<file path="config.mk">
export PLATFORM = sky130hd
export DESIGN_NAME = uart_tx_ctrl_flat
export DESIGN_NICKNAME = d
export VERILOG_FILES = /design/src/rtl/uart_pkg.sv /design/src/rtl/uart_tx_ctrl_if.sv /design/src/rtl/uart_tx_shifter.sv /design/src/rtl/uart_tx_ctrl.sv /design/src/flat_wrapper.sv
export SDC_FILE = /design/constraint.sdc
export NUM_CORES = 1
export LEC_CHECK = 0
export ABC_CLOCK_PERIOD_IN_PS = 3280
export BUFFER_PORTS_ARGS = -buffer_cell sky130_fd_sc_hd__buf_2
export CAP_MARGIN = 20
export CORE_AREA = 10 10 61 63
export CTS_CLUSTER_SIZE = 8
export DETAILED_ROUTE_END_ITERATION = 7
export DIE_AREA = 0 0 71 73
export PLACE_DENSITY = 0.76
export SLEW_MARGIN = 20
export SYNTH_ARGS = -nofsm -noshare
export SYNTH_HDL_FRONTEND = slang
export SYNTH_HIERARCHICAL = 1
export SYNTH_SLANG_ARGS = --single-unit
</file>
<file path="constraint.sdc">
create_clock -name clk -period 3.28 [get_ports clk]
set_clock_uncertainty 0.05 [all_clocks]
set_input_delay 0.164 -clock clk [delete_from_list [all_inputs] [get_ports clk]]
set_output_delay 0.164 -clock clk [all_outputs]
set_load 0.02 [all_outputs]
</file>
<file path="src/rtl/uart_pkg.sv">
// Shared UART definitions: transmit FSM states and frame geometry.
// Imported by the transmit controller, the baud generator and the receiver.
package uart_pkg;

   typedef enum logic [2:0] {
      ST_IDLE  = 3'd0,
      ST_WAIT  = 3'd1,
      ST_START = 3'd2,
      ST_DATA  = 3'd3,
      ST_BIT9  = 3'd4,
      ST_STOP  = 3'd5
   } uart_tx_state_t;

   localparam int UART_DATA_BITS    = 8;
   // start + data + stop, and the same with the optional 9th bit
   localparam int UART_FRAME_BITS   = UART_DATA_BITS + 2;
   localparam int UART_FRAME_BITS_9 = UART_DATA_BITS + 3;
   localparam logic [2:0] UART_LAST_BIT = 3'(UART_DATA_BITS - 1);

endpackage

</file>
<file path="src/rtl/uart_tx_ctrl_if.sv">
// CPU/SFR, baud-tick and pin signals of the USART transmitter.
// The master side is the SFR/interrupt logic and baud generator; the slave is the controller.
interface uart_tx_ctrl_if;

   logic                                spen;
   logic                                txen;
   logic                                tx9;
   logic                                tx9d;
   logic                                uart_tx_shift_en;
   logic                                txreg_wr_en;
   logic [uart_pkg::UART_DATA_BITS-1:0] txreg_in;
   logic                                txif;
   logic                                trmt;
   logic                                tx_pin;
   logic                                tx_oe;

   modport master (
      output spen, txen, tx9, tx9d, uart_tx_shift_en, txreg_wr_en, txreg_in,
      input  txif, trmt, tx_pin, tx_oe
   );

   modport slave (
      input  spen, txen, tx9, tx9d, uart_tx_shift_en, txreg_wr_en, txreg_in,
      output txif, trmt, tx_pin, tx_oe
   );

endinterface

</file>
<file path="src/rtl/uart_tx_shifter.sv">
// Transmit shift register (TSR) with data-bit counter.
// Load wins over shift; the counter saturates on the last data bit.
module uart_tx_shifter
   import uart_pkg::*;
(
   input  logic                      clk,
   input  logic                      rst,
   input  logic                      load_i,
   input  logic                      shift_i,
   input  logic                      cnt_clr_i,
   input  logic [UART_DATA_BITS-1:0] data_i,
   output logic                      lsb_o,
   output logic                      nxt_o,
   output logic                      done_o
);

   logic [UART_DATA_BITS-1:0] tsr_q, tsr_d;
   logic [2:0]                cnt_q, cnt_d;

   assign lsb_o  = tsr_q[0];
   assign nxt_o  = tsr_q[1];
   assign done_o = (cnt_q == UART_LAST_BIT);

   always_comb begin
      tsr_d = tsr_q;
      cnt_d = cnt_q;
      if (load_i) begin
         tsr_d = data_i;
         cnt_d = '0;
      end else if (shift_i) begin
         tsr_d = tsr_q >> 1;
         cnt_d = done_o ? cnt_q : cnt_q + 3'd1;
      end else if (cnt_clr_i) begin
         cnt_d = '0;
      end
   end

   always_ff @(posedge clk or negedge rst) begin
      if (!rst) begin
         tsr_q <= '0;
         cnt_q <= '0;
      end else begin
         tsr_q <= tsr_d;
         cnt_q <= cnt_d;
      end
   end

endmodule

</file>
<file path="src/rtl/uart_tx_ctrl.sv">
// PIC16F-style USART transmit controller: TXREG buffer, frame sequencing on
// baud ticks, TXIF/TRMT status and the TX pin.
module uart_tx_ctrl
   import uart_pkg::*;
(
   input  logic           clk,
   input  logic           rst,
   uart_tx_ctrl_if.slave  bus
);

   uart_tx_state_t            state_q, state_d;
   logic [UART_DATA_BITS-1:0] buf_q, buf_d;
   logic                      full_q, full_d;
   logic                      pin_q, pin_d;
   logic                      en_q;
   logic                      bit9_q, bit9_d;
   logic                      b9en_q, b9en_d;

   logic en, tick, kill;
   logic xfer, shift, cnt_clr;
   logic tsr_lsb, tsr_nxt, cnt_done;

   assign en   = bus.spen & bus.txen;
   assign tick = bus.uart_tx_shift_en;
   // Disable forces idle on the edge enable drops (or if somehow busy while
   // disabled); a buffer written while already disabled is kept for later.
   assign kill = ~en & (en_q | (state_q != ST_IDLE));

   assign bus.txif   = ~full_q;
   assign bus.trmt   = (state_q == ST_IDLE);
   assign bus.tx_pin = pin_q;
   assign bus.tx_oe  = bus.spen;

   uart_tx_shifter u_shifter (
      .clk       (clk),
      .rst       (rst),
      .load_i    (xfer),
      .shift_i   (shift),
      .cnt_clr_i (cnt_clr),
      .data_i    (buf_q),
      .lsb_o     (tsr_lsb),
      .nxt_o     (tsr_nxt),
      .done_o    (cnt_done)
   );

   always_comb begin
      state_d = state_q;
      buf_d   = buf_q;
      full_d  = full_q;
      pin_d   = pin_q;
      bit9_d  = bit9_q;
      b9en_d  = b9en_q;
      xfer    = 1'b0;
      shift   = 1'b0;
      cnt_clr = 1'b0;

      case (state_q)
         ST_IDLE: begin
            if (en && full_q) begin
               xfer    = 1'b1;
               state_d = ST_WAIT;
            end
         end
         ST_WAIT: begin
            if (tick) begin
               state_d = ST_START;
               pin_d   = 1'b0;
            end
         end
         ST_START: begin
            if (tick) begin
               state_d = ST_DATA;
               pin_d   = tsr_lsb;
               cnt_clr = 1'b1;
            end
         end
         ST_DATA: begin
            if (tick) begin
               if (!cnt_done) begin
                  shift = 1'b1;
                  pin_d = tsr_nxt;
               end else if (b9en_q) begin
                  state_d = ST_BIT9;
                  pin_d   = bit9_q;
               end else begin
                  state_d = ST_STOP;
                  pin_d   = 1'b1;
               end
            end
         end
         ST_BIT9: begin
            if (tick) begin
               state_d = ST_STOP;
               pin_d   = 1'b1;
            end
         end
         ST_STOP: begin
            if (tick) begin
               // Back-to-back frames: next start bit follows the stop bit directly.
               if (en && full_q) begin
                  xfer    = 1'b1;
                  state_d = ST_START;
                  pin_d   = 1'b0;
               end else begin
                  state_d = ST_IDLE;
                  pin_d   = 1'b1;
               end
            end
         end
         default: begin
            state_d = ST_IDLE;
            pin_d   = 1'b1;
         end
      endcase

      if (xfer) begin
         full_d = 1'b0;
         bit9_d = bus.tx9d;
         b9en_d = bus.tx9;
      end

      // A write in the transfer cycle refills the buffer after TSR took the old byte.
      if (bus.txreg_wr_en) begin
         buf_d  = bus.txreg_in;
         full_d = 1'b1;
      end

      if (kill) begin
         state_d = ST_IDLE;
         pin_d   = 1'b1;
         full_d  = 1'b0;
         xfer    = 1'b0;
         shift   = 1'b0;
         cnt_clr = 1'b0;
      end
   end

   always_ff @(posedge clk or negedge rst) begin
      if (!rst) begin
         state_q <= ST_IDLE;
         full_q  <= 1'b0;
         pin_q   <= 1'b1;
         en_q    <= 1'b0;
         b9en_q  <= 1'b0;
      end else begin
         state_q <= state_d;
         full_q  <= full_d;
         pin_q   <= pin_d;
         en_q    <= en;
         b9en_q  <= b9en_d;
      end
   end

   // Payload registers carry no reset; full_q and b9en_q qualify them.
   always_ff @(posedge clk) begin
      buf_q  <= buf_d;
      bit9_q <= bit9_d;
   end

endmodule
</file>
<file path="src/flat_wrapper.sv">
// flat-port wrapper written by rule: the top's interface ports become plain ports
module uart_tx_ctrl_flat import uart_pkg::*;
  (clk, rst, bus_spen, bus_txen, bus_tx9, bus_tx9d, bus_uart_tx_shift_en, bus_txreg_wr_en, bus_txreg_in, bus_txif, bus_trmt, bus_tx_pin, bus_tx_oe);
  uart_tx_ctrl_if bus_i ();
  input  logic clk;
  input  logic rst;
  input wire logic [$bits(bus_i.spen)-1:0] bus_spen;
  input wire logic [$bits(bus_i.txen)-1:0] bus_txen;
  input wire logic [$bits(bus_i.tx9)-1:0] bus_tx9;
  input wire logic [$bits(bus_i.tx9d)-1:0] bus_tx9d;
  input wire logic [$bits(bus_i.uart_tx_shift_en)-1:0] bus_uart_tx_shift_en;
  input wire logic [$bits(bus_i.txreg_wr_en)-1:0] bus_txreg_wr_en;
  input wire logic [$bits(bus_i.txreg_in)-1:0] bus_txreg_in;
  output wire logic [$bits(bus_i.txif)-1:0] bus_txif;
  output wire logic [$bits(bus_i.trmt)-1:0] bus_trmt;
  output wire logic [$bits(bus_i.tx_pin)-1:0] bus_tx_pin;
  output wire logic [$bits(bus_i.tx_oe)-1:0] bus_tx_oe;
  assign bus_i.spen = bus_spen;
  assign bus_i.txen = bus_txen;
  assign bus_i.tx9 = bus_tx9;
  assign bus_i.tx9d = bus_tx9d;
  assign bus_i.uart_tx_shift_en = bus_uart_tx_shift_en;
  assign bus_i.txreg_wr_en = bus_txreg_wr_en;
  assign bus_i.txreg_in = bus_txreg_in;
  assign bus_txif = bus_i.txif;
  assign bus_trmt = bus_i.trmt;
  assign bus_tx_pin = bus_i.tx_pin;
  assign bus_tx_oe = bus_i.tx_oe;
  uart_tx_ctrl u_core (.clk(clk), .rst(rst), .bus(bus_i));
endmodule
</file>
Word level (Yosys, flattened, before mapping):

Index checks and enable logic that the tools add are counted.

* output and inout port bits: 4
* flip-flop bits (word level): 27

* reductions and logical operators: 9
* mux-type cells: 41
* add/sub/neg operators: 1
* bitwise logic cells: 5
* equal/unequal tests: 15

Operators by type and width (count)
* 3-bit two-way mux: 12
* 1-bit two-way mux: 23
* 3-bit one-hot mux with 6 select lines: 1
* 8-bit two-way mux: 2
* 3-bit by 2-bit inequality test with 1-bit output (second input constant): 5
* 3-bit == test (second input constant): 3
* 3-bit nonzero test: 3
* 7-bit AND reduction: 1
* 3-bit by 2-bit == test with 1-bit output (second input constant): 2
* 3-bit by 1-bit inequality test with 1-bit output (second input constant): 2
* 1-bit one-hot mux with 6 select lines: 1
* 6-bit AND reduction: 1
* 3-bit by 1-bit adder with 3-bit output (second input constant): 1
* 3-bit by 1-bit == test with 1-bit output (second input constant): 1
* 3-bit zero test: 1
* 3-bit inequality test (second input constant): 1
* 1-bit bitwise AND: 2
* 2-bit two-way mux: 1
* 2-bit by 1-bit inequality test with 1-bit output (second input constant): 1
* 1-bit NOT: 2
* 1-bit one-hot mux with 2 select lines: 1
* 2-bit AND reduction: 1
* 2-bit nonzero test: 1
* 1-bit logical AND: 1
* 1-bit bitwise OR: 1

Longest topological paths before layout:

* word-level depth: 8
* depth in mapped cells: 8
* mapped depth without buffers: 6

Modules after synthesis:

Netlist, hierarchy kept.

By module, submodules not included
* uart_tx_ctrl: sequential area each 446.7 sq um, cells each 76, area an instance 804.5 sq um, instances 1
* uart_tx_shifter: sequential area each 275.3 sq um, cells each 51, area an instance 565.5 sq um, instances 1

Worst setup path before layout:

OpenSTA, ideal clock, no wires.

* path type: register to register
* start: register u_core.u_shifter.cnt_q[0]
* end: register u_core.u_shifter.cnt_q[0]
* clock period less this slack: 1.923 ns
* stages on the path, launching flop included: 8
* slack: 1.357 ns
* path buffers: 1
* data arrival time: 1.751 ns
* library setup time: 0.122 ns
* required time: 3.108 ns
* cell sequence: dfrtp_1 ha_1 ha_1 nor3_2 and2_1 buf_6 nor2_1 a32o_1

* word-level cells in the longest chain between the ends: 7
* elaborated cells on any way between the ends: 12
* those cells by class: add/sub: 1; eq/ne: 2; mux: 7; reduce/logical: 2

Ends and longest elaborated chain
* start: declaration: line uart_tx_shifter.sv:18 `logic [2:0] cnt_q, cnt_d;`
* start signal: assignment: line uart_tx_shifter.sv:44 `cnt_q <= cnt_d;`
* 3-bit == test (*): line uart_tx_shifter.sv:22 `assign done_o = (cnt_q == UART_LAST_BIT);`
* via u_core.cnt_done: line uart_tx_ctrl.sv:21 `logic tsr_lsb, tsr_nxt, cnt_done;`
* 1-bit two-way mux (*): line uart_tx_ctrl.sv:79 `if (!cnt_done) begin`
* 1-bit two-way mux (*): line uart_tx_ctrl.sv:78 `if (tick) begin`
* 1-bit two-way mux (*): line uart_tx_ctrl.sv:57 `case (state_q)`
* 1-bit two-way mux (*): line uart_tx_ctrl.sv:128 `if (kill) begin`
* via u_core.shift: line uart_tx_ctrl.sv:20 `logic xfer, shift, cnt_clr;`
* 3-bit inequality test (no source line), or another cell as far along
* 2-bit AND reduction (no source line) or 3-bit two-way mux (tied branches)

Mark *: on every way through the listed nets, which the timed path passes. The rest lies on a longest branch. The select of a mux whose other input is x is not followed.
A chain may end at the register's enable or synchronous reset.

Worst setup path in the final report:

* start: register u_core.u_shifter.cnt_q[0]
* end: register u_core.u_shifter.cnt_q[1]

Same word-level chain as after synthesis.

==> impl_metrics.yaml <==
cts:
  path_clk_slew_ns: 0.15
  cts_root_buffer: "clkbuf_4"
  cts_buffers: 3
  cts_resized: 0
  cts_tree: "yes"
  clkLatencyLatePin_ns: 0.32
  h-tree-depth: 1
  cts_setup_buffers: 0
  cts_buffer_depth: 2
  clkSinkCount: 27
  hold_buffers: 11
flow_run:
  maxCapViolCount: 0
drt:
  drt_first_iter_violations: 116
  wl_um: 2710
  vias: 1034
  drc: 0
  dr.pass1.iters: 4
  routedWlPerCell_um: 14.6
  viasPerCell: 5.59
  ant_nets: 0
worst_setup_path:
  path_common_cell: "ha_1"
  path_delay_family: "simple AND/OR/NAND/NOR gates"
  cp-start-kind: "register"
  path_cells: "ha_1 -> ha_1 -> nor3_2 -> and2_1 -> and2b_4 -> o41ai_1"
  r2r_cells: 6
  crit_required_ns: 3.44
  rr_startpoint: "u_core/u_shifter/cnt_q[0]"
  worstSetupPathType: "register to register"
  endpoint_kind: "register"
  rrSetupSlack_ns: 0.78
  worstPathMaxFanout: 13
  cpMaxStageDelayCell: "and2_1"
  r2r_end: "u_core/u_shifter/cnt_q[1]"
  crit_buf_inv: 0
  cp.arrival_ns: 2.66
  max_stage_delay_ns: 0.49
layout:
  final_common_cell: "buf_2"
  diodes: 0
  layout_common_cells: "buf_2, dfrtp_1, dlygate4sd3_1"
  syn_to_final_growth_pct: 17.1
  fillers: 219
  nets: 173
  drive_gt1_share_pct: 20.8
worst_hold_path:
  whs_path_depth: 3
  hp-class: "input port to register"
  hold_start: "bus_txen"
  holdPathEnd: "u_core/en_q"
die:
  num_rows: 19
  dieWidth_um: 71
  die_y_um: 73
  core-area_um2: 2620
  num_io_pins: 20
  fp.dieArea_um2: 5180
  start_util_pct: 52.4
placed_design:
  place_ws_ns: 0.796
  io_buffers: 19
  place_congestion: 0.851
  place_hpwl_um: 1980
timing:
  maxSlewViolCount: 0
  fin_crit_sh_pct: 76.2
  rsz0062_at_grt: "false"
  setup_violations: 0
  max_freq_mhz: 400
  worst_slew_pin_slew_ns: 0.521
  fin_crit_ns: 2.50
  finalHoldViolCount: 0
  fin_ws_ns: 0.782
  tns_ns: 0
  maxSlewHeadroom_pct: 65.3
global_routing:
  antenna_found_initial: 0
  grt_usage_pct: 10.8
  first_global_vias: 1024
  grt_max_degree: 19
  grt_pass1_wl_um: 4680
  grt.overflow.total: 0
synthesis:
  synthesis.nets: 145
  synth_top_area_share_pct: 31.1
  ys_top_cells_by_area: "dfrtp_1, edfxtp_1, mux2i_1"
  ys_seq_elements: 27
  synthArstFlopShare_pct: 66.7
  mappedNetlistArea_um2: 1370
  synth.distinct_cells: 46
  ys_seq_area_share_pct: 52.7
  ys_warn_count: 6
  synth_edf_count: 9
  synth_area_leader_cell: "dfrtp_1"
  syn_inst: 127
  synth_ff_type: "dfrtp_1"
  avgSynthCellArea_um2: 10.8
power:
  leakagePower_nw: 0.657
  p_sw_mw: 0.337
  power.clock.fraction_pct: 14.9
  p_seq_share_pct: 54.3
  internal_power_mw: 0.624
  combPwrFrac_pct: 30.8
  p_per_area_nw_per_um2: 599
  switching_share_pct: 35.1
  peakVddDrop_mv: 0.369
outcome:
  status: "finished clean"
## final cells by class
type,count,area [um^2],share of cell area (%)
clock inverter,1,7.51,0.468
tap,31,38.8,2.42
sequential,27,722,45.0
clock buffer,3,22.5,1.40
timing repair buffer,31,213,13.3
multi-input combinational,81,559,34.9
inverter,11,41.3,2.57
## stage by stage
stage | hold slack [ns] | utilization, % | cell area (um^2) | cells | total power [mW]
2_1_floorplan | -0.182 | - | 1370 | 127 | 0.731
3_3_place_gp | 0.0602 | 56.0 | 1460 | 170 | 0.797
3_5_place_dp | 0.0700 | 56.0 | 1460 | 170 | 0.817
4_1_cts | 0.114 | 61.3 | 1600 | 185 | 0.970
5_1_grt | 0.111 | 61.3 | 1600 | 185 | 1.04
6_report | 0.124 | 61.3 | 1600 | 185 | 0.961
## how the worst max path moves through the flow
stage | from | end | slack, ns | cells past startpoint
after floorplan | u_core/u_shifter/cnt_q[0] | u_core/u_shifter/cnt_q[0] | 1.36 | 7
after global placement | u_core/u_shifter/cnt_q[0] | u_core/u_shifter/cnt_q[2] | 0.97 | 6
after detailed placement | u_core/u_shifter/cnt_q[0] | u_core/u_shifter/cnt_q[1] | 0.80 | 6
after CTS | u_core/u_shifter/cnt_q[0] | u_core/u_shifter/cnt_q[1] | 0.77 | 6
after global routing | u_core/u_shifter/cnt_q[0] | u_core/u_shifter/cnt_q[1] | 0.60 | 6
final | u_core/u_shifter/cnt_q[0] | u_core/u_shifter/cnt_q[1] | 0.78 | 6
## sequential cells by signal, indices dropped and copies added, names as in the netlist, 3 cells and up
| register | flops |
|---|---|
| u_core/state_q | 3 |
| u_core/u_shifter/cnt_q | 3 |
| u_core/buf_q | 8 |
| u_core/u_shifter/tsr_q | 8 |
## cells by family (layout without fill, tap and decap cells)
logic type,count (synthesis),count (layout),share of synthesized area (%)
muxes,7,7,5.11
AOI/OAI and AO/OA,31,31,15.4
buffers and inverters,19,46,6.48
adders and majority gates,2,2,1.83
xor gates and xnor gates,2,2,1.28
and+or+nand+nor,39,39,17.2
DFF,27,27,52.7
## synth_stat cells (2+ instances only)
| cell | count |
|---|---|
| nand2_1 | 10 |
| ha_1 | 2 |
| a21oi_1 | 5 |
| a31oi_1 | 3 |
| mux2i_1 | 7 |
| buf_2 | 5 |
| dfrtp_1 | 17 |
| o21ai_0 | 8 |
| nand2b_1 | 2 |
| xnor2_1 | 2 |
| inv_1 | 10 |
| nor3_1 | 2 |
| o41ai_1 | 2 |
| o21ai_1 | 2 |
| or4bb_1 | 2 |
| edfxtp_1 | 9 |
| a32o_1 | 2 |
| nor2_1 | 9 |
## worst min-delay path, stage by stage
cell,delay (ns)
buf_2,0.10
nand2_2,0.11
inv_1,0.08
## power by group through the flow
stage / clock network, mW / logic [mW] / registers (mW)
after floorplan: 0 / 0.231 / 0.500
after global placement: 0 / 0.272 / 0.524
after CTS: 0.149 / 0.298 / 0.522
final: 0.143 / 0.296 / 0.522
after global routing: 0.166 / 0.334 / 0.536
after detailed placement: 0 / 0.288 / 0.529
## per-layer routing
layer / GRT usage [%] / routed length (um)
met1: 12.9 / 1170
met5: 0 / 0
met3: 3.40 / 161
met2: 18.4 / 1360
met4: 2.58 / 13
Power figures use the tool's default switching activity.
